<file path="config.mk">
export PLATFORM = sky130hd
export DESIGN_NAME = ov5647_sccb_writer_flat
export DESIGN_NICKNAME = d
export VERILOG_FILES = /design/src/rtl/ov5647_sccb_writer_if.sv /design/src/rtl/ov5647_sccb_writer.sv /design/src/flat_wrapper.sv
export SDC_FILE = /design/constraint.sdc
export NUM_CORES = 1
export LEC_CHECK = 0
export ABC_AREA = 1
export ABC_CLOCK_PERIOD_IN_PS = 2000
export CELL_PAD_IN_SITES_DETAIL_PLACEMENT = 1
export CELL_PAD_IN_SITES_GLOBAL_PLACEMENT = 1
export CORE_ASPECT_RATIO = 1.1
export CORE_MARGIN = 8
export CORE_UTILIZATION = 31
export DETAILED_ROUTE_END_ITERATION = 6
export PLACE_DENSITY_LB_ADDON = 0.2
export REMOVE_ABC_BUFFERS = 1
export SETUP_SLACK_MARGIN = 0.1
export SLEW_MARGIN = 10
export SYNTH_ARGS = -nofsm -noshare
export SYNTH_HDL_FRONTEND = slang
export SYNTH_SLANG_ARGS = --single-unit
</file>
<file path="constraint.sdc">
create_clock -name clk -period 2 [get_ports clk]
set_input_delay 0.4 -clock clk [delete_from_list [all_inputs] [get_ports clk]]
set_output_delay 0.4 -clock clk [all_outputs]
set_load 0.05 [all_outputs]
</file>
<file path="src/rtl/ov5647_sccb_writer_if.sv">
// Run control, register-table handshake and SCCB pad signals of the OV5647 write master.
// master = the writer; slave = whatever drives start, the table and the sensor pads.
interface ov5647_sccb_writer_if;
  logic        start;
  logic [23:0] command;
  logic        finished;
  logic        waitnull;
  logic        resend;
  logic        taken;
  logic        sioc;
  logic        siod_oe;
  logic        siod_in;
  logic        busy;
  logic        done;
  logic        error;

  modport master (
    input  start, command, finished, waitnull, siod_in,
    output resend, taken, sioc, siod_oe, busy, done, error
  );

  modport slave (
    output start, command, finished, waitnull, siod_in,
    input  resend, taken, sioc, siod_oe, busy, done, error
  );
endinterface

</file>
<file path="src/rtl/ov5647_sccb_writer.sv">
// SCCB write master draining the OV5647 register table: one 4-byte write per command, taken after STOP.
// sioc/siod_oe are registered (one clk behind the FSM); the table is held off by waitnull and by NACK retries.
module ov5647_sccb_writer #(
  parameter logic [7:0]  DEV_ADDR      = 8'h6C,
  parameter int          CLK_DIV       = 125,
  parameter logic [31:0] POST_RST_WAIT = 32'd5_000_000,
  parameter int          MAX_RETRY     = 3
) (
  input logic                  clk,
  input logic                  rst_n,
  ov5647_sccb_writer_if.master ctl
);
  localparam int               DIV_W      = $clog2(CLK_DIV + 1);
  localparam logic [DIV_W-1:0] DIV_LAST   = DIV_W'(CLK_DIV - 1);
  localparam logic [31:0]      RETRY_LAST = 32'(4 * CLK_DIV - 1);
  localparam logic [31:0]      RST_LAST   = POST_RST_WAIT - 32'd1;
  localparam logic [7:0]       RETRY_MAX  = 8'(MAX_RETRY);

  typedef enum logic [3:0] {
    S_IDLE, S_RESEND, S_SETTLE, S_CHECK, S_START,
    S_BYTE, S_STOP, S_TAKE, S_RSTWAIT, S_RETRY
  } state_t;

  state_t           state, state_d;
  logic [DIV_W-1:0] div_cnt, div_d;
  logic [1:0]       ph, ph_d;
  logic [3:0]       bit_idx, bit_d;
  logic [1:0]       byte_idx, byte_d;
  logic             nack, nack_d;
  logic             abort, abort_d;
  logic [7:0]       retry_cnt, retry_d;
  logic [31:0]      wait_cnt, wait_d;
  logic [23:0]      shadow, shadow_d;
  logic             sioc_q, sioc_d;
  logic             oe_q, oe_d;
  logic             done_q, done_d;
  logic             error_q, error_d;
  logic             on_bus, tick, tx_bit;
  logic [7:0]       cur_byte;

  assign on_bus = (state == S_START) || (state == S_BYTE) || (state == S_STOP);
  assign tick   = on_bus && (div_cnt == DIV_LAST);

  always_comb begin
    case (byte_idx)
      2'd0:    cur_byte = DEV_ADDR;
      2'd1:    cur_byte = shadow[23:16];
      2'd2:    cur_byte = shadow[15:8];
      default: cur_byte = shadow[7:0];
    endcase
  end

  // bit_idx 0..7 is MSB first, so the select is 7-bit_idx
  assign tx_bit = cur_byte[~bit_idx[2:0]];

  always_comb begin
    state_d  = state;
    div_d    = '0;
    ph_d     = ph;
    bit_d    = bit_idx;
    byte_d   = byte_idx;
    nack_d   = nack;
    abort_d  = abort;
    retry_d  = retry_cnt;
    wait_d   = wait_cnt + 32'd1;
    shadow_d = shadow;
    done_d   = done_q;
    error_d  = error_q;
    sioc_d   = 1'b1;
    oe_d     = 1'b0;
    if (on_bus && !tick) div_d = div_cnt + 1'b1;

    unique case (state)
      S_IDLE: ;
      S_RESEND: begin
        abort_d = 1'b0;
        state_d = S_SETTLE;
      end
      S_SETTLE: if (wait_cnt == 32'd2) state_d = S_CHECK;
      S_CHECK: begin
        if (ctl.finished) begin
          done_d  = 1'b1;
          state_d = S_IDLE;
        end else if (!ctl.waitnull) begin
          shadow_d = ctl.command;
          retry_d  = '0;
          state_d  = S_START;
        end
      end
      S_START: begin
        oe_d   = 1'b1;
        sioc_d = (ph == 2'd0);
        if (tick) begin
          ph_d = ph + 2'd1;
          if (ph == 2'd1) begin
            state_d = S_BYTE;
            bit_d   = '0;
            byte_d  = '0;
            nack_d  = 1'b0;
          end
        end
      end
      S_BYTE: begin
        sioc_d = ph[1];
        oe_d   = (bit_idx < 4'd8) ? ~tx_bit : 1'b0;
        if (tick) begin
          ph_d = ph + 2'd1;
          if (ph == 2'd2 && bit_idx == 4'd8) nack_d = ctl.siod_in;
          if (ph == 2'd3) begin
            if (bit_idx != 4'd8) begin
              bit_d = bit_idx + 4'd1;
            end else if (nack || byte_idx == 2'd3) begin
              state_d = S_STOP;
            end else begin
              bit_d  = '0;
              byte_d = byte_idx + 2'd1;
            end
          end
        end
      end
      S_STOP: begin
        sioc_d = (ph != 2'd0);
        oe_d   = (ph != 2'd2);
        if (tick && ph == 2'd2) begin
          if (abort || ctl.start) begin
            state_d = S_RESEND;
          end else if (!nack) begin
            state_d = S_TAKE;
          end else if (retry_cnt < RETRY_MAX) begin
            retry_d = retry_cnt + 8'd1;
            state_d = S_RETRY;
          end else begin
            error_d = 1'b1;
            done_d  = 1'b1;
            state_d = S_IDLE;
          end
        end else if (tick) begin
          ph_d = ph + 2'd1;
        end
      end
      // software reset register: the sensor needs time before it accepts more writes
      S_TAKE:    state_d = (shadow[23:8] == 16'h0103) ? S_RSTWAIT : S_SETTLE;
      S_RSTWAIT: if (wait_cnt == RST_LAST) state_d = S_SETTLE;
      S_RETRY:   if (wait_cnt == RETRY_LAST) state_d = S_START;
      default:   state_d = S_IDLE;
    endcase

    // A restart while on the bus finishes with a STOP before resending the table.
    if (ctl.start) begin
      done_d  = 1'b0;
      error_d = 1'b0;
      if (state == S_START || state == S_BYTE) begin
        state_d = S_STOP;
        abort_d = 1'b1;
      end else if (state == S_STOP) begin
        abort_d = 1'b1;
      end else begin
        state_d = S_RESEND;
      end
    end

    if (state_d != state) begin
      div_d  = '0;
      ph_d   = '0;
      wait_d = '0;
    end
  end

  always_ff @(posedge clk or negedge rst_n) begin
    if (!rst_n) begin
      state     <= S_IDLE;
      div_cnt   <= '0;
      ph        <= '0;
      bit_idx   <= '0;
      byte_idx  <= '0;
      nack      <= 1'b0;
      abort     <= 1'b0;
      retry_cnt <= '0;
      wait_cnt  <= '0;
      shadow    <= '0;
      sioc_q    <= 1'b1;
      oe_q      <= 1'b0;
      done_q    <= 1'b0;
      error_q   <= 1'b0;
    end else begin
      state     <= state_d;
      div_cnt   <= div_d;
      ph        <= ph_d;
      bit_idx   <= bit_d;
      byte_idx  <= byte_d;
      nack      <= nack_d;
      abort     <= abort_d;
      retry_cnt <= retry_d;
      wait_cnt  <= wait_d;
      shadow    <= shadow_d;
      sioc_q    <= sioc_d;
      oe_q      <= oe_d;
      done_q    <= done_d;
      error_q   <= error_d;
    end
  end

  assign ctl.resend  = (state == S_RESEND);
  assign ctl.taken   = (state == S_TAKE);
  assign ctl.busy    = (state != S_IDLE);
  assign ctl.sioc    = sioc_q;
  assign ctl.siod_oe = oe_q;
  assign ctl.done    = done_q;
  assign ctl.error   = error_q;
endmodule

</file>
<file path="src/flat_wrapper.sv">
// flat-port wrapper written by rule: the top's interface ports become plain ports
module ov5647_sccb_writer_flat 
#(
  parameter logic [7:0]  DEV_ADDR      = 8'h6C,
  parameter int          CLK_DIV       = 125,
  parameter logic [31:0] POST_RST_WAIT = 32'd5_000_000,
  parameter int          MAX_RETRY     = 3
)
  (clk, rst_n, ctl_start, ctl_command, ctl_finished, ctl_waitnull, ctl_siod_in, ctl_resend, ctl_taken, ctl_sioc, ctl_siod_oe, ctl_busy, ctl_done, ctl_error);
  ov5647_sccb_writer_if ctl_i ();
  input logic clk;
  input logic rst_n;
  input wire logic [$bits(ctl_i.start)-1:0] ctl_start;
  input wire logic [$bits(ctl_i.command)-1:0] ctl_command;
  input wire logic [$bits(ctl_i.finished)-1:0] ctl_finished;
  input wire logic [$bits(ctl_i.waitnull)-1:0] ctl_waitnull;
  input wire logic [$bits(ctl_i.siod_in)-1:0] ctl_siod_in;
  output wire logic [$bits(ctl_i.resend)-1:0] ctl_resend;
  output wire logic [$bits(ctl_i.taken)-1:0] ctl_taken;
  output wire logic [$bits(ctl_i.sioc)-1:0] ctl_sioc;
  output wire logic [$bits(ctl_i.siod_oe)-1:0] ctl_siod_oe;
  output wire logic [$bits(ctl_i.busy)-1:0] ctl_busy;
  output wire logic [$bits(ctl_i.done)-1:0] ctl_done;
  output wire logic [$bits(ctl_i.error)-1:0] ctl_error;
  assign ctl_i.start = ctl_start;
  assign ctl_i.command = ctl_command;
  assign ctl_i.finished = ctl_finished;
  assign ctl_i.waitnull = ctl_waitnull;
  assign ctl_i.siod_in = ctl_siod_in;
  assign ctl_resend = ctl_i.resend;
  assign ctl_taken = ctl_i.taken;
  assign ctl_sioc = ctl_i.sioc;
  assign ctl_siod_oe = ctl_i.siod_oe;
  assign ctl_busy = ctl_i.busy;
  assign ctl_done = ctl_i.done;
  assign ctl_error = ctl_i.error;
  ov5647_sccb_writer #(.DEV_ADDR(DEV_ADDR), .CLK_DIV(CLK_DIV), .POST_RST_WAIT(POST_RST_WAIT), .MAX_RETRY(MAX_RETRY)) u_core (.clk(clk), .rst_n(rst_n), .ctl(ctl_i));
endmodule
</file>
==> summary.txt <==
Global routing
  – Global-route wire length before repair: 28.94 mm
  – Initial antenna violation count: 0
  – Vias in the first global route: 5820
  – Largest net degree at the start of global routing: 36
  – Gr usage total: 16.85%
  – Grt ovf: 0

Synth
  – Sequential-to-total area share from yosys stat: 42.74%
  – Largest family of logic cells by synthesized area: simple AND/OR/NAND/NOR gates
  – Synth Warn #: 0
  – Synth Area in Adders: 3.600%
  – Synth Area in Simple Gates: 35.30%
  – Top area cells in the synthesized netlist: dfrtp_1, nand2_1, nor2_1
  – Register bit total from synthesis: 89
  – Mapped cell area: 0.005214 mm²
  – Synth top area share: 42.24%
  – Leading area contributor after synthesis: dfrtp_1
  – Synth Area in XOR/XNOR: 4.872%
  – Multiplexer share of the synthesized area: 0%
  – Compound-gate portion of the synthesized area: 6.455%
  – Synth Area per Inst: 7.634 µm²
  – Synth unique cells: 40
  – Synth Instances: 683

STA
  – Fin Clk Skew: 0.01360 ns
  – Final setup vio count: 46
  – Minimum clock period: 2.431 ns
  – Pins Over Slew Limit: 0
  – Fin Hold WS: -0.008900 ns
  – RSZ-0062 raised after global routing: yes
  – Slew headroom: 62.27%
  – Setup WS post-layout: -0.4308 ns
  – FMAX: 0.4114 GHz
  – Fin crit share: 121.5%
  – Slew @ Worst Pin: 0.5638 ns
  – Final count of hold timing violations: 2

Clock tree
  – CTS tree: yes
  – CTS max path bufs: 2
  – Htree depth: 3
  – CTS clk-pin slew, worst paths: 0.07 ns
  – CTS sink cnt: 89
  – CTS buffer count: 9
  – Worst skew pair latency: 0.36 ns
  – Clock root cell: clkbuf_16

Drt
  – DR WL/cell: 17.45 µm
  – Vias per inst: 4.914
  – Routed WL: 19.25 mm
  – Initial DRC count: 205
  – Vias: 5420
  – Highest metal used: met4
  – Remaining DRCs: 0
  – First-pass DRT Iterations: 5
  – Wire length on met3: 438 µm
  – WL met1: 7.845 mm
  – Detail Route Antenna Nets: 0
  – Routed wl met2: 10.42 mm

Cells and area
  – Antenna cells: 0
  – Fin cells: 1103
  – Layout Nets: 939
  – Layout cells sized above 1: 40.27%
  – Area Overhead vs Synth: 56.76%
  – Final core utilization: 49.74%

Place
  – Placed cell count: 1042
  – PortBufs: 36
  – Dpl hpwl: 12.51 mm
  – Routability cong.: 0.9033

Die
  – Die area: 0.02123 mm²
  – Std-Cell Rows: 49
  – Chip Width: 139.7 µm
  – Core area: 0.01643 mm²
  – Top-Level Pins: 37
  – Die H: 152.0 µm
  – Starting Density: 31.73%

Pwr
  – Comb power frac: 44.2%
  – Max IR drop VDD: 0.0006202 V
  – Sw Share: 38.18%
  – Seq pwr share: 32.3%
  – Clock group share of total power: 23.4%
  – P_int: 4.740 mW
  – Pwr/cell area: 938.2 mW/mm²
  – Leak Pwr: 3.766 nW
  – Switching power: 2.928 mW

Status
  – Failing checks: negative hold slack, negative setup slack
  – Outcome: finished, violations left

Worst setup path
  – Worst Path Max Fanout: 9
  – Crit start category: flop
  – CP endpoint kind: flop
  – Critical Path RT: 2.30 ns
  – WP data arrival: 2.73 ns
  – Crit Path Category: flop to flop

Worst hold path
  – Hold Crit Class: input pin to asynchronous set/reset pin

Job
  – Max_cap viols: 0
metrics by stage:
step	setup TNS [ns]	power [mW]	hold slack (ns)	area, µm²	worst slack, ns
4_1_cts	-4.837	6.946	0.006519	7525	-0.1445
3_5_place_dp	-10.96	4.773	0.3959	6790	-0.2947
6_report	-17.59	7.668	-0.008900	8173	-0.4308
2_1_floorplan	-26.02	3.629	0.1044	5144	-0.6417
3_3_place_gp	-8.275	4.704	0.3937	6790	-0.2225
5_1_grt	-20.20	8.026	0.03401	8173	-0.4875
placed cells by master, fill, tap and decap left out, types with 4 or more instances in the layout:
cell | synthesis | routed
buf_6 | 4 | 26
nor2_1 | 80 | 54
a21oi_1 | 13 | 11
dfrtp_1 | 88 | 87
nand3_2 | 1 | 14
nand2_4 | 0 | 8
nand2_2 | 3 | 22
ha_4 | 0 | 4
clkbuf_16 | 0 | 13
nand2_1 | 194 | 166
o21ai_0 | 23 | 17
buf_4 | 0 | 140
clkdlybuf4s50_1 | 0 | 28
nor2_4 | 7 | 33
nor3_2 | 1 | 4
xnor2_1 | 6 | 6
nand4_1 | 14 | 14
inv_1 | 72 | 58
inv_2 | 5 | 17
nor2_2 | 42 | 42
xor2_1 | 23 | 23
nor3_1 | 14 | 11
nand3_1 | 39 | 24
ha_1 | 15 | 9
buf_12 | 0 | 8
nand3b_1 | 4 | 4
registers in the layout, summed over array words and instances, names as in the netlist, 2 cells and up:
register / count
u_core.shadow: 24
u_core.bit_idx: 4
u_core.state: 4
u_core.ph: 2
u_core.div_cnt: 7
u_core.retry_cnt: 8
u_core.byte_idx: 2
u_core.wait_cnt: 32
final timing paths:
check | from | to | slack (ns) | cells after the start
worst max-delay path | u_core.bit_idx[1] | u_core.wait_cnt[6] | -0.43 | 17
worst min-delay path | rst_n | u_core.wait_cnt[25] | -0.009 | 1
worst max register to register | u_core.bit_idx[1] | u_core.wait_cnt[6] | -0.43 | 17
worst min register to register | u_core.shadow[1] | u_core.shadow[1] | 0.48 | 2
max in group asynchronous | rst_n | u_core.shadow[15] | 1.36 | 2
min in group clk | u_core.shadow[1] | u_core.shadow[1] | 0.48 | 2
power groups by stage:
stage               Sequential, mW  Clock (mW)  Combinational (mW)
finish                        2.48        1.80                3.39
detailed placement            2.48           0                2.30
global route                  2.53        1.90                3.60
CTS                           2.46        1.84                2.64
global placement              2.47           0                2.23
floorplan                     2.48           0                1.15
cells by family after synthesis:
group           count (synthesis)
fa+ha+maj                      15
compound gates                 56
buf+inv                        89
flops                          89
simple gates                  405
xor+xnor                       29
per-layer routing:
metal  vias up  GRT usage (%)
met5         -              0
met4         0          7.298
met3        37          2.507
met2        96          31.29
met1      2698          18.64
li1       2589              -
cell usage after synthesis, drive strengths merged:
library cell and instances:
a211oi 3, a21boi 1, a21oi 14, a221oi 1, a22o 1, a31o 1, a32o 1, and2 1
buf 6, clkbuf 4, clkinv 2, dfrtp 88, dfstp 1, ha 15, inv 77, nand2 197
nand3 41, nand3b 4, nand4 14, nor2 129, nor3 15, nor4 3, o211ai 1, o21a 2
o21ai 23, o21bai 3, o221ai 2, o22ai 3, or2 1, xnor2 6, xor2 23
worst max-delay path, stage by stage (launching register included):
cell and delay [ns]:
dfrtp_1 0.40, inv_2 0.10, ha_4 0.15, nand2_4 0.05, nor2_4 0.12, nand2_2 0.09, nor2_4 0.15, nand2_2 0.10
nor2_4 0.15, nor2_4 0.06, nand3_2 0.07, nand2_2 0.07, nand2_1 0.13, nand2_4 0.08, nor2_4 0.13, nand3_4 0.18
clkbuf_16 0.24, nor2_2 0.08
cell type report:
cell class	count	area [µm²]
clock inverter	4	51.30
clock buffer	12	256.5
multi-input combinational	505	3144
timing repair buffer	210	1929
inverter	79	306.5
tap	204	255.2
fill	1959	8258
sequential	89	2230
repair_timing:
| action | CTS | global route |
|---|---|---|
| hold buffers | 0 | 0 |
| setup buffers | 20 | 27 |
| endpoints found under the setup margin | 77 | 83 |
| gates cloned | 0 | 4 |
| resized for setup | 82 | 110 |
| pin swaps | 21 | 26 |
Note: power is estimated with default switching activity, not from simulation.
